$ cat src/rtl/return_address_stack.sv
// Return-address stack for the fetch stage: calls push, returns pop, and a FIFO of
// {ti, cnt} checkpoints restores the speculative stack pointers on a branch flush.
module return_address_stack #(
  parameter int RAS_DEPTH        = 8,
  parameter int CHECKPOINT_DEPTH = 8
) (
  input  logic        clk,
  input  logic        rst,
  input  logic        push,
  input  logic        pop,
  input  logic [31:0] new_addr,
  input  logic        branch_fetched,
  input  logic        branch_retired,
  input  logic        flush,
  output logic [31:0] addr,
  output logic        valid
);

  localparam int TI_W  = $clog2(RAS_DEPTH);
  localparam int CNT_W = $clog2(RAS_DEPTH + 1);
  localparam int CP_W  = $clog2(CHECKPOINT_DEPTH);
  localparam int CPC_W = $clog2(CHECKPOINT_DEPTH + 1);

  logic [31:0]           stack [RAS_DEPTH];
  logic [TI_W-1:0]       ti;
  logic [CNT_W-1:0]      cnt;

  logic [TI_W+CNT_W-1:0] cp_mem [CHECKPOINT_DEPTH];
  logic [CP_W-1:0]       cp_rd, cp_wr, head_idx;
  logic [CPC_W-1:0]      cp_cnt;

  logic                  retire_deq, cp_full, enq, restore;
  logic [TI_W-1:0]       rs_ti;
  logic [CNT_W-1:0]      rs_cnt;

  function automatic logic [CNT_W-1:0] sat_inc(input logic [CNT_W-1:0] c);
    return (c == CNT_W'(RAS_DEPTH)) ? c : c + CNT_W'(1);
  endfunction

  function automatic logic [CNT_W-1:0] sat_dec(input logic [CNT_W-1:0] c);
    return (c == '0) ? c : c - CNT_W'(1);
  endfunction

  assign addr  = stack[ti];
  assign valid = (cnt != '0);

  // A retire in the flush cycle retires first, so the restore point is the entry after the head.
  always_comb begin
    retire_deq      = branch_retired && (cp_cnt != '0);
    cp_full         = (cp_cnt == CPC_W'(CHECKPOINT_DEPTH));
    enq             = branch_fetched && !flush && (!cp_full || retire_deq);
    head_idx        = cp_rd + CP_W'(retire_deq);
    restore         = flush && ((cp_cnt - CPC_W'(retire_deq)) != '0);
    {rs_ti, rs_cnt} = cp_mem[head_idx];
  end

  always_ff @(posedge clk or negedge rst) begin
    if (!rst) begin
      ti  <= '0;
      cnt <= '0;
      for (int i = 0; i < RAS_DEPTH; i++) stack[i] <= '0;
    end else if (flush) begin
      if (restore) begin
        ti  <= rs_ti;
        cnt <= rs_cnt;
      end
    end else begin
      case ({push, pop})
        2'b10: begin
          ti                    <= ti + TI_W'(1);
          stack[ti + TI_W'(1)]  <= new_addr;
          cnt                   <= sat_inc(cnt);
        end
        2'b01: begin
          if (cnt != '0) ti <= ti - TI_W'(1);
          cnt <= sat_dec(cnt);
        end
        2'b11: begin
          stack[ti] <= new_addr;
          if (cnt == '0) cnt <= CNT_W'(1);
        end
        default: ;
      endcase
    end
  end

  always_ff @(posedge clk or negedge rst) begin
    if (!rst) begin
      cp_rd  <= '0;
      cp_wr  <= '0;
      cp_cnt <= '0;
    end else if (flush) begin
      cp_rd  <= '0;
      cp_wr  <= '0;
      cp_cnt <= '0;
    end else begin
      if (retire_deq) cp_rd <= cp_rd + CP_W'(1);
      if (enq)        cp_wr <= cp_wr + CP_W'(1);
      cp_cnt <= cp_cnt + CPC_W'(enq) - CPC_W'(retire_deq);
    end
  end

  // Checkpoint payload is only read while the FIFO holds it, so it carries no reset.
  always_ff @(posedge clk) begin
    if (enq) cp_mem[cp_wr] <= {ti, cnt};
  end

  a_no_cp_overflow: assert property (@(posedge clk) disable iff (!rst)
    !(branch_fetched && !flush && cp_full && !retire_deq));

endmodule

$ cat config.mk
export PLATFORM = sky130hd
export DESIGN_NAME = return_address_stack
export DESIGN_NICKNAME = d
export VERILOG_FILES = /design/src/rtl/return_address_stack.sv
export SDC_FILE = /design/constraint.sdc
export NUM_CORES = 1
export LEC_CHECK = 0
export CAP_MARGIN = 20
export CELL_PAD_IN_SITES_DETAIL_PLACEMENT = 1
export CELL_PAD_IN_SITES_GLOBAL_PLACEMENT = 2
export CORE_ASPECT_RATIO = 1.5
export CORE_MARGIN = 2
export CORE_UTILIZATION = 49
export CTS_BUF_LIST = sky130_fd_sc_hd__clkbuf_8
export DETAILED_ROUTE_END_ITERATION = 12
export PLACE_DENSITY_LB_ADDON = 0.1
export SYNTH_ARGS = -nofsm -noshare
export SYNTH_HDL_FRONTEND = slang
export SYNTH_SLANG_ARGS = --single-unit
$ cat constraint.sdc
create_clock -name clk -period 9.1 [get_ports clk]
set_input_delay 1.82 -clock clk [delete_from_list [all_inputs] [get_ports clk]]
set_output_delay 1.82 -clock clk [all_outputs]
set_load 0.005 [all_outputs]
==> results <==
- The run finished with clean final reports.
- Counting cells, the worst reg-to-reg path comes to 6.
- The longest clock path from root to sink contains 3 buffers.
- The detailed router finished its first iteration with 439 violations.
- The number of enable flip-flop cells after synthesis is 56.
- Relative to the synthesized area, the layout overhead comes to 13.3%.
- The path class of the tightest hold or removal check is flop to flop.
- The number of nets in the final layout is 1196.
- Synthesis produced a netlist whose cell count is 1062.
- The worst clock skew is 0.0335 ns.
- The area share of the leading cell type in the synthesized netlist is 44.8%.
- The first-pass GRT wire length is 58.9 mm.
- The worst setup path is launched from a flop.
- In the final routed layout, each cell accounts on average for 23.4 um.
- The number of diodes added for antenna fixing is 0.
- The worst hold path terminates at stack[127].
- The number of placed I/O pins is 72.
- The insertion delay to the later sink of the worst-skew pair is 0.61 ns.
- The number of buffers inserted by post-CTS setup repair is 0.
- The cell sitting at the root of the clock tree is a clkbuf_8.
- The post-synthesis register bit count is 329.
- The worst hold-check slack is 0.498 ns.
- The final setup slack of the worst path is 3.55 ns.
- Once the floorplan was initialized, standard cells occupied 49.5% of the core.
- The post-layout minimum cycle time is 5.55 ns.
- Of the total synthesized cell area, the portion taken by XOR and XNOR cells is 0.623%.
- The all-layer global routing usage is 23.5%.
- In this run the static leakage power is 7.25 nW.
- The total clock sinks is 329.
- The achievable frequency is 180 MHz.
- The number of global-route vias before repair is 10108.
- After synthesis, the netlist uses 54 different library cells.
- The final layout contains routed wiring with a total length of 37.0 mm.
- The critical path data required time is 7.28 ns.
- Of the synthesized area, sequential elements account for 55.8%.
- Gates resized during post-CTS repair numbered 0.
- The initial antenna violation count was 1.
- The clock-pin slew of the registers on the worst-case setup and hold paths is 0.07 ns.
- The worst setup path is of the flop to output port kind.
- Cells with a size suffix above 1 make up 35.8% of the layout.
- The share of async-settable or async-resettable flops after synthesis is 83.0%.
- The number of port buffers is 71.
- The floorplan step defined a core boundary enclosing 30800 sq um.
- Setup violations remaining at the end of the flow were counted as 0.
- The adder and majority cell fraction of the synthesized area is 1.57%.
- OpenSTA, run right after detailed placement, puts the worst setup slack at 4.06 ns.
- The post-synthesis mux area share is 29.3%.
- The most common flop cell mapped by yosys is dfrtp_1.
- The worst-case vdd ir drop is 0.169 mV.
- In this run the most critical hold path is launched from stack[127].
- Ranked by total cell area, the synthesized netlist is headed by dfrtp_1, mux2_2, edfxtp_1, mux4_2, mux2_4.
- The cell type contributing the most total cell area after synthesis is dfrtp_1.
- For the pin with the worst max-slew slack, the measured transition is 1.10 ns.
- The remaining global-route overflow is 0.
- The die covers 32600 sq um.
- The cell area after technology mapping is 15300 sq um.
- The worst setup path is captured at an output port.
- The number of levels in the clock H-tree is 2.
- The post-detailed-route via-to-cell ratio is 5.79.
- The Yosys step of the flow raised 0 warnings.
- By area, the combinational part of the netlist is dominated by multiplexers.
- The detail route stage leaves a number of antenna-violating nets equal to 0.
- After filler insertion, the fill cell instance count of the layout stands at 3036.
- The synthesized netlist devotes 4.15% of its cell area to simple gates.
- The number of pins with negative max-slew slack in the final report is 0.
- The number of clock buffers added by TritonCTS is 51.
- The synthesized netlist devotes 5.71% of its cell area to compound gates.
- Along the worst hold path, the cell count comes to 1.
- The data arrival time of the worst path is 3.73 ns.
- The endpoint identified for the worst register-to-register timing path is stack[179].
- TritonCTS built the clock tree.
- The portion of the clock cycle consumed by the worst path in the final layout is 61.0%.
- The post-synthesis net count is 1119.
- The die extent in x is 148 um.
- Measured along the y axis, the die boundary spans 220 um.
- Entering global routing, the biggest net connects 166 pins.
- The number of failing hold endpoints at the final stage is 0.
- Setup repair after global routing left no endpoint under its margin.
- The hold buffer count at CTS is 0.
- The final weighted congestion in routability-driven placement is 0.718.
- The worst-case headroom to the max-slew limit is 26.8%.
- The post-detailed-route DRC marker count is 0.
- Averaged over all synthesized cells, the footprint is 14.4 sq um.
- The worst register-to-register path has a setup slack of 4.91 ns.
- The number of iterations in the first detailed-routing pass is 6.
- The total power per unit cell area is 366 nW/um^2.
- The total negative setup slack is 0 ns.
- The number of max-cap violations is 0.
- The routed layout has 9153 vias.
- The floorplan has 79 rows.
- The maximum net fanout on the critical path is 60.
- Summed over all nets, the half-perimeter wirelength after detailed placement is 21.5 mm.
- The startpoint identified for the worst register-to-register timing path is ti[1].
==> how the worst max path moves through the flow <==
stage / startpoint / end / cells after the start
floorplan: branch_retired / ti[2] / 8
global placement: branch_retired / cnt[0] / 8
detailed placement: branch_retired / cnt[0] / 8
finish: ti[2] / addr[8] / 6
global route: ti[2] / addr[23] / 5
CTS: ti[2] / addr[12] / 6
==> cells by family (layout without fill, tap and decap cells) <==
group	count (synthesis)	count (layout)
adder cells (fa/ha/maj)	18	18
flip-flops	329	329
AND/OR/NAND/NOR	141	141
XOR/XNOR	10	10
AO/OA/AOI/OAI	128	128
multiplexers	357	357
buffers and inverters	79	192
==> cell type report <==
type | instances | area, sq um | area share, %
clock buffers | 60 | 826 | 4.78
multi-input cells | 654 | 6340 | 36.7
flip-flops and latches | 329 | 8520 | 49.3
well taps | 405 | 507 | 2.93
inverters | 12 | 45.0 | 0.260
clock inverters | 29 | 178 | 1.03
repair buffers | 91 | 873 | 5.05
==> worst max-delay path, cell delays in order, from the launching register on <==
cell and delay [ns]:
dfrtp_4 1.12, buf_4 0.63, nor2b_4 0.24, a221o_1 0.40, o21ai_0 0.08, o21ai_0 0.15
clkdlybuf4s50_1 0.50
==> report_power, final <==
group / switching (mW) / internal, mW
logic: 1.07 / 1.43
registers: 0.456 / 2.14
clock network: 0.576 / 0.654
==> metrics by stage <==
stage          area, sq um  total power, mW  cells  utilization (%)
4_1_cts              17300             6.41   1580             56.1
5_1_grt              17300             6.77   1580             56.1
2_1_floorplan        15300             4.21   1062                -
3_3_place_gp         16300             5.06   1489             52.8
3_5_place_dp         16300             5.15   1491             52.8
6_report             17300             6.33   1580             56.1
==> Yosys cell counts, types with 2 or more instances <==
| library cell | number |
|---|---|
| a221oi_1 | 14 |
| mux2_2 | 241 |
| nand2b_1 | 5 |
| xnor2_1 | 3 |
| buf_4 | 11 |
| ha_1 | 16 |
| o31ai_1 | 2 |
| clkbuf_1 | 16 |
| a211oi_1 | 2 |
| mux2_4 | 38 |
| nand3_1 | 7 |
| nor3b_1 | 3 |
| buf_6 | 9 |
| nor2b_1 | 8 |
| o21ai_0 | 40 |
| mux2_1 | 3 |
| edfxtp_1 | 56 |
| buf_1 | 3 |
| and2_1 | 3 |
| a21oi_1 | 16 |
| nand2_1 | 64 |
| a31oi_1 | 3 |
| mux2i_1 | 43 |
| o21ai_1 | 2 |
| nor3_1 | 7 |
| a22oi_1 | 14 |
| o21bai_1 | 2 |
| a21oi_2 | 2 |
| mux4_2 | 32 |
| o22ai_1 | 5 |
| xor2_1 | 6 |
| inv_1 | 12 |
| dfrtp_1 | 273 |
| o221ai_1 | 10 |
| nor2_1 | 35 |
| and3_1 | 4 |
| a221o_1 | 8 |
| fa_1 | 2 |
| buf_2 | 27 |
==> layer usage <==
metal / up-vias / part of all wire [%] / global-route usage [%]
met4: 2 / 1.8 / 6.03
met2: 145 / 52 / 42.0
met1: 4877 / 43 / 30.0
met5: - / 0.030 / 0
met3: 52 / 3.1 / 3.77
li1: 4077 / - / -
==> sequential cells by signal, summed over array words and instances, names as in the netlist <==
| name | flops |
|---|---|
| cnt | 4 |
| ti | 3 |
| stack | 256 |
| cp_mem | 56 |
| cp_rd | 3 |
| cp_cnt | 4 |
| cp_wr | 3 |
==> layout by cell type, fill, tap and decap left out, types with 28 or more instances in the layout <==
master           instances
mux4_2                  32
mux2_2                 241
edfxtp_1                56
clkdlybuf4s50_1         70
inv_1                   28
mux2i_1                 43
o21ai_0                 40
nand2_1                 63
dfrtp_1                270
clkbuf_8                60
mux2_4                  38
nor2_1                  34
(Power assumes the default switching activity.)
